`src/rtl/cdc_handshake_tx_pkg.sv`:
```
// Shared definitions for the SDHC four-phase req/ack crossing.
// The receive-side block imports the same state encoding.
package cdc_handshake_tx_pkg;

  localparam logic [1:0] HS_IDLE = 2'd0;
  localparam logic [1:0] HS_REQ  = 2'd1;
  localparam logic [1:0] HS_REL  = 2'd2;

  typedef enum logic [1:0] {
    ST_IDLE = HS_IDLE,
    ST_REQ  = HS_REQ,
    ST_REL  = HS_REL
  } hs_state_e;

  // Watchdog counter width: enough to hold TIMEOUT, never less than one bit.
  function automatic int unsigned hs_cnt_width(input int unsigned timeout);
    return (timeout == 0) ? 1 : $clog2(timeout + 1);
  endfunction

endpackage

```
`src/rtl/cdc_handshake_tx_synch_2.sv`:
```
// Two-flop synchronizer. Stages carry no reset: they only ever feed
// logic that ignores them until a transfer is under way.
module synch_2 #(
  parameter int unsigned WIDTH = 1
) (
  input  logic             clk,
  input  logic [WIDTH-1:0] d_i,
  output logic [WIDTH-1:0] q_o
);

  logic [WIDTH-1:0] meta_q;
  logic [WIDTH-1:0] sync_q;

  // Shift the asynchronous input through two stages.
  always_ff @(posedge clk) begin
    meta_q <= d_i;
    sync_q <= meta_q;
  end

  assign q_o = sync_q;

endmodule

```
`src/rtl/cdc_handshake_tx.sv`:
```
// Source-domain end of the four-phase req/ack crossing. Holds a captured
// word on xfer_data, raises xfer_req, then waits for the synchronized
// acknowledge to rise and fall. An optional watchdog abandons requests
// that are never acknowledged.
//
// Input handshake: a word moves when in_valid and in_ready are both 1 at a
// rising clk edge. in_ready is 1 only in IDLE; in_data is ignored otherwise.
module cdc_handshake_tx
  import cdc_handshake_tx_pkg::*;
#(
  parameter int unsigned WIDTH   = 8,
  parameter int unsigned TIMEOUT = 0
) (
  input  logic             clk,
  input  logic             rst_n,
  input  logic [WIDTH-1:0] in_data,
  input  logic             in_valid,
  output logic             in_ready,
  output logic [WIDTH-1:0] xfer_data,
  output logic             xfer_req,
  input  logic             xfer_ack,
  output logic             busy,
  output logic             done,
  output logic             timeout
);

  localparam int unsigned CW = hs_cnt_width(TIMEOUT);
  localparam logic [CW-1:0] CNT_LAST = CW'((TIMEOUT == 0) ? 0 : TIMEOUT - 1);
  localparam logic [CW-1:0] CNT_MAX  = {CW{1'b1}};

  hs_state_e        state_q;
  logic [WIDTH-1:0] data_q;
  logic             req_q;
  logic             done_q;
  logic             timeout_q;
  logic             abandon_q;
  logic [CW-1:0]    cnt_q;
  logic [CW-1:0]    cnt_d;
  logic             ack_s;
  logic             expired;

  // Acknowledge from the far domain, brought into clk.
  synch_2 #(
    .WIDTH (1)
  ) u_ack_sync (
    .clk (clk),
    .d_i (xfer_ack),
    .q_o (ack_s)
  );

  // Saturating increment of the REQ cycle counter and the expiry test.
  always_comb begin
    cnt_d   = cnt_q;
    if (cnt_q != CNT_MAX) begin
      cnt_d = cnt_q + CW'(1);
    end
    expired = (TIMEOUT != 0) && (cnt_q == CNT_LAST);
  end

  // Handshake state machine with registered outputs.
  always_ff @(posedge clk or negedge rst_n) begin
    if (!rst_n) begin
      state_q   <= ST_IDLE;
      data_q    <= '0;
      req_q     <= 1'b0;
      done_q    <= 1'b0;
      timeout_q <= 1'b0;
      abandon_q <= 1'b0;
      cnt_q     <= '0;
    end else begin
      done_q    <= 1'b0;
      timeout_q <= 1'b0;
      case (state_q)
        ST_IDLE: begin
          if (in_valid) begin
            data_q  <= in_data;
            req_q   <= 1'b1;
            cnt_q   <= '0;
            state_q <= ST_REQ;
          end
        end
        ST_REQ: begin
          cnt_q <= cnt_d;
          // An acknowledge seen in the expiry cycle still counts as success.
          if (ack_s) begin
            req_q   <= 1'b0;
            state_q <= ST_REL;
          end else if (expired) begin
            req_q     <= 1'b0;
            timeout_q <= 1'b1;
            abandon_q <= 1'b1;
            state_q   <= ST_REL;
          end
        end
        ST_REL: begin
          // A late acknowledge after abandonment is absorbed here.
          if (!ack_s) begin
            done_q    <= !abandon_q;
            abandon_q <= 1'b0;
            state_q   <= ST_IDLE;
          end
        end
        default: begin
          req_q   <= 1'b0;
          state_q <= ST_IDLE;
        end
      endcase
    end
  end

  assign in_ready  = (state_q == ST_IDLE);
  assign busy      = (state_q != ST_IDLE);
  assign xfer_data = data_q;
  assign xfer_req  = req_q;
  assign done      = done_q;
  assign timeout   = timeout_q;

endmodule

```
`config.mk`:
```
export PLATFORM = sky130hd
export DESIGN_NAME = cdc_handshake_tx
export DESIGN_NICKNAME = d
export VERILOG_FILES = /design/src/rtl/cdc_handshake_tx_pkg.sv /design/src/rtl/cdc_handshake_tx_synch_2.sv /design/src/rtl/cdc_handshake_tx.sv
export SDC_FILE = /design/constraint.sdc
export NUM_CORES = 1
export LEC_CHECK = 0
export BUFFER_PORTS_ARGS = -buffer_cell sky130_fd_sc_hd__buf_2
export CAP_MARGIN = 20
export CORE_MARGIN = 1
export CORE_UTILIZATION = 40
export DETAILED_ROUTE_END_ITERATION = 8
export GPL_TIMING_DRIVEN = 0
export PLACE_DENSITY = 0.78
export REMOVE_ABC_BUFFERS = 1
export SYNTH_ARGS = -nofsm -noshare
export SYNTH_HDL_FRONTEND = slang
export SYNTH_SLANG_ARGS = --single-unit
export TNS_END_PERCENT = 30
```
`constraint.sdc`:
```
create_clock -name clk -period 1.7 [get_ports clk]
set_input_delay 0.17 -clock clk [delete_from_list [all_inputs] [get_ports clk]]
set_output_delay 0.17 -clock clk [all_outputs]
set_load 0.01 [all_outputs]
```
==> run metrics, run 1 <==
run status finished, final reports clean; max_cap viols 0; height of the die 39.3 µm; # fillers 127; TritonCTS Sinks 14; Max clock buf depth 2; nets 78; Total Routing Usage GR 15.3%; CTS tree yes; endpoints failing hold 0; Avg Inst Size Synth 14.6 µm²; crit path launch type flip-flop; # Post-CTS Setup Buffers 0; Crit Path Class reg2reg; fin crit period 1.32 ns; worst hold path stage count 2; clock root buffer clkbuf_4; Site Rows 13; die width 39.3 µm; via-per-instance ratio 4.50; Gate Count Post-Synth 38; first-pass GRT wire length 1510 µm; required time worst endpoint 1.85 ns; CTS Buf Count 3; reg2reg path depth 3; DR vias 360; Clock Latency Late Sink 0.27 ns; largest area contributor in the synthesized netlist dfrtp_1; total power 1.33 mW; Final Wtd Congestion 0.587; FF+latch count, synth 14; first-pass detailed-route iteration total 2; Buf/Inv on CP 0; Synth top area share 54.1%; CP cell instances nor2_2 > and2_4 > mux2_4; delay-heaviest family, CP flip-flops; pwr dens 1860 nW/µm²; most frequent cells after synthesis dfrtp_1 (12), mux2_4 (8), inv_1 (3), dfxtp_1 (2), nor2_1 (2); critical path depth 3; CP max-delay cell dfrtp_1; routed len/inst 11.7 µm; htree depth 1; largest net degree at the start of global routing 13; die area 1540 µm²; final setup violation count 0; vias in the first global route 364; top-count cell post-synth dfrtp_1; Area Growth Syn to Fin 29.1%; Post-CTS Resized 0; CP endpoint kind flip-flop; ranking of synthesized cells by area dfrtp_1 (54%), mux2_4 (22%), dfxtp_1 (7.2%); fraction of registers with async set/reset 85.7%; initial antenna violation count 0; share of post-route cells with drive strength above 1 55.4%; I/O Buffers 23; Clk pin slew, worst setup/hold paths 0.08 ns; Worst EP arrival 1.47 ns; Crit path largest cell delay 0.46 ns; hold slack 0.129 ns; initial core utilization 42.7%; crit-path max FO 8; WL final 938 µm; VDD IR max 0.000894 V; Core Area 1300 µm²; Max Slew Vio Count 0; fin crit share 77.5%; main flop type after synthesis dfrtp_1; Setup TNS Final 0 ns; Post-DRT Antenna Nets 0; Antenna diodes 0; HP Class in2reg; synth warn 0; Initial DRC Count 3; Detailed Place HPWL 677 µm; Max Freq 759 MHz; # DRC 0; total grt overflow 0; register area share after synthesis 61.3%; RSZ-0062 raised after global routing false; Setup Skew 0.00779 ns; Synth cell types 16; I/O pin count 25; EDFF count, synth 0; Leakage Power 0.374 nW; mapped cell area 556 µm²
==> worst paths after layout <==
kind                                   start        endpoint  slack [ns]
hold / removal                    in_data[6]    xfer_data[6]        0.13
setup / recovery                  state_q[0]    xfer_data[3]        0.38
hold reg to reg            u_ack_sync.meta_q  u_ack_sync.q_o        0.33
min in group asynchronous              rst_n      state_q[1]        0.29
max in group asynchronous              rst_n    xfer_data[3]        1.19
setup reg to reg                  state_q[0]    xfer_data[3]        0.38
==> power breakdown <==
group	switching [mW]	internal (mW)	total [mW]	leakage (nW)
Combinational	0.247	0.329	0.576	0.198
Clock	0.0996	0.0908	0.190	0.0150
Sequential	0.0936	0.472	0.566	0.160
Total	0.441	0.892	1.33	0.374
==> state kept, by name, indices dropped and copies added, names as in the netlist <==
| name | count |
|---|---|
| u_ack_sync.meta_q | 1 |
| xfer_data | 8 |
| done | 1 |
| state_q | 2 |
| xfer_req | 1 |
| u_ack_sync.q_o | 1 |
==> cells by family (layout without fill, tap and decap cells) <==
kind of cell | after synthesis | in the layout | share of synthesized area, %
AND/OR/NAND/NOR | 6 | 6 | 5.86
multiplexers | 9 | 9 | 23.4
XOR/XNOR | 1 | 1 | 1.58
AO/OA/AOI/OAI | 2 | 2 | 1.80
buffers and inverters | 5 | 32 | 5.41
other | 1 | 1 | 0.675
flip-flops | 14 | 14 | 61.3
==> cell usage in the layout, fill, tap and decap left out, types with 2 or more instances in the layout <==
master / synthesis / final
dlygate4sd3_1: 0 / 2
dfrtp_1: 12 / 12
mux2_4: 8 / 8
clkbuf_4: 0 / 3
inv_1: 3 / 3
dfxtp_1: 2 / 2
buf_2: 0 / 23
nor2_1: 2 / 2
==> what timing repair did <==
action,4_1_cts,5_1_grt
hold buffers,2,0
hold endpoints to repair,13,0
endpoints found under the setup margin,0,0
==> metal layers <==
layer	up-vias	track usage [%]	share of wire (%)
met2	15	25.8	51
met4	0	5.17	0
met3	0	5.11	6.0
li1	176	-	-
met5	-	0	0
met1	169	17.9	42
==> per-stage QoR <==
stage | utilization [%] | worst slack, ns | area [µm²] | instances
finish | 55.1 | 0.383 | 717 | 80
global route | 55.1 | 0.320 | 717 | 80
CTS | 55.1 | 0.375 | 717 | 80
detailed placement | 51.5 | 0.408 | 671 | 74
global placement | 51.5 | 0.417 | 671 | 74
floorplan | - | 0.407 | 537 | 36
==> cell type report <==
type / instances / area, µm² / area share (%)
timing repair buffer: 25 / 135 / 18.8
sequential: 14 / 340 / 47.5
tap: 15 / 18.8 / 2.62
multi-input combinational: 19 / 185 / 25.8
inverter: 3 / 11.3 / 1.57
clock buffer: 4 / 26.3 / 3.66
Power figures use the tool's default switching activity.
==> run 2, diff against run 1 <==
Settings changed: CORE_UTILIZATION 40 to 39, PLACE_DENSITY 0.78 to 0.79.
Clock period 1.7 ns to 1.17 ns, I/O delays scaled along.
==> run 2 against run 1 <==
Compared with the run above:
- the run now ends with negative setup slack left
- register-to-register slack worse by 0.43 ns
- maximum frequency up 7.9%
- clock power up 76%
- total power up 59%
- largest power group unchanged
- setup slack worse by 0.43 ns
- die area up 2.4%
- first-iteration DRC count down 33%
- final cell count up 3.8%
- sequential share of layout area down 2.4 points
- utilization up 2.5 points
- critical path depth unchanged
- highest routed layer unchanged
==> run metrics, run 2 (synthesis gave the netlist of run 1 again) <==
run status finished, violations left; failing checks negative setup slack; via-per-instance ratio 4.58 (+1.7%); first-pass GRT wire length 1350 µm (-11%); endpoints failing hold 0 (unchanged); Total Routing Usage GR 14.4% (-0.92 points); CTS Buf Count 3 (unchanged); Worst EP arrival 1.38 ns (-0.09 ns); CP cell instances nor2_4 > and2_4 > mux2_4; HP Class in2reg; Antenna diodes 0 (unchanged); vias in the first global route 349 (-4.1%); final setup violation count 8 (+8); share of post-route cells with drive strength above 1 60.3% (+4.9 points); nets 81 (+3.8%); Site Rows 13 (unchanged); Final Wtd Congestion 0.577 (-1.6%); utilization after layout 57.5% (+2.5 points); CTS tree yes; CP max-delay cell dfrtp_1; # DRC 0 (unchanged); VDD IR max 0.00140 V (+56%); initial core utilization 42.2% (-0.53 points); required time worst endpoint 1.33 ns (-0.52 ns); max_cap viols 0 (unchanged); Max Slew Vio Count 0 (unchanged); largest net degree at the start of global routing 13 (unchanged); crit-path max FO 8 (unchanged); final non-filler cell total 83 (+3.8%); routed len/inst 10.8 µm (-8.1%); Core Area 1320 µm² (+1.2%); commonest non-fill, non-tap cells in the layout buf_2 (22), dfrtp_1 (11), mux2_4 (8), buf_4 (4); Crit path largest cell delay 0.41 ns (-0.05 ns); Clk pin slew, worst setup/hold paths 0.08 ns (about the same); fin crit period 1.22 ns (-0.0962 ns); CP endpoint kind flip-flop; Buf/Inv on CP 0 (unchanged); I/O Buffers 23 (unchanged); first-pass detailed-route iteration total 2 (unchanged); WL final 894 µm (-4.7%); Post-DRT Antenna Nets 0 (unchanged); Detailed Place HPWL 645 µm (-4.7%); height of the die 39.7 µm (+1.2%); I/O pin count 25 (unchanged); Area Growth Syn to Fin 36.5%; placed cell count 74 (unchanged); Setup Skew 0.00238 ns (-0.00542 ns); clock root buffer clkbuf_4; Leakage Power 0.396 nW (+5.9%); DR vias 380 (+5.6%); Clock Latency Late Sink 0.27 ns (about the same); crit path launch type flip-flop; die area 1580 µm² (+2.4%); total power 2.12 mW (+59%); Max clock buf depth 2 (unchanged); R2R Setup Slk -0.05 ns (-0.43 ns); pwr dens 2790 nW/µm² (+50%); fin crit share 104% (+27 points); total grt overflow 0 (unchanged); Crit Path Class reg2reg; die width 39.7 µm (+1.2%); TritonCTS Sinks 14 (unchanged); delay-heaviest family, CP flip-flops; DP Worst Slack -0.139 ns (-0.547 ns); Initial DRC Count 2 (-1); leading cell type in the layout, fill and taps excluded buf_2; initial antenna violation count 0 (unchanged); Largest register FFs 8 (unchanged); worst setup margin -0.0507 ns (-0.434 ns); htree depth 1 (unchanged); RSZ-0062 raised after global routing true; Max Freq 819 MHz (+7.9%)
-- run 2: final cells by class --
type / instances / area, µm²
Timing Repair Buffer: 28 / 160
Fill cell: 109 / 559
Inverter: 3 / 11.3
Multi-Input combinational cell: 19 / 190
Sequential cell: 14 / 342
Tap cell: 15 / 18.8
Clock buffer: 4 / 36.3
-- run 2: path summary, 6_finish.rpt --
check | from | end | cells past startpoint
min in group asynchronous | rst_n | xfer_data[2] | 2
max reg2reg | state_q[1] | xfer_data[1] | 3
min | in_data[7] | xfer_data[7] | 2
min reg2reg | u_ack_sync.meta_q | u_ack_sync.q_o | 0
max | state_q[1] | xfer_data[1] | 3
max in group asynchronous | rst_n | state_q[0] | 2
-- run 2: repair_timing --
| item | CTS | global route |
|---|---|---|
| setup buffers | 3 | 0 |
| pin swaps | 2 | 0 |
| hold buffers | 2 | 0 |
| endpoints found under the hold margin | 13 | 0 |
| cloned | 0 | 0 |
| gates resized for setup | 2 | 1 |
| endpoints found under the setup margin | 10 | 10 |
-- run 2: metrics by stage --
stage / setup TNS (ns) / instance area, µm² / hold slack, ns
detailed placement: -1.05 / 671 / 0.00978
CTS: -0.315 / 756 / 0.0612
floorplan: -0.981 / 537 / -0.179
global placement: -0.972 / 671 / 0.00360
global route: -0.857 / 758 / 0.0542
finish: -0.356 / 758 / 0.0692
-- run 2: report_power, final --
part	internal, mW	switching (mW)
clock	0.189	0.145
combinational	0.567	0.407
sequential	0.690	0.120
total	1.45	0.672
-- run 2: per-layer routing --
metal	part of all wire (%)	routed length (µm)	track usage [%]
met1	44	391	13.2
met2	48	432	24.2
met3	7.9	71	8.52
met4	0	0	7.76
met5	0	0	0
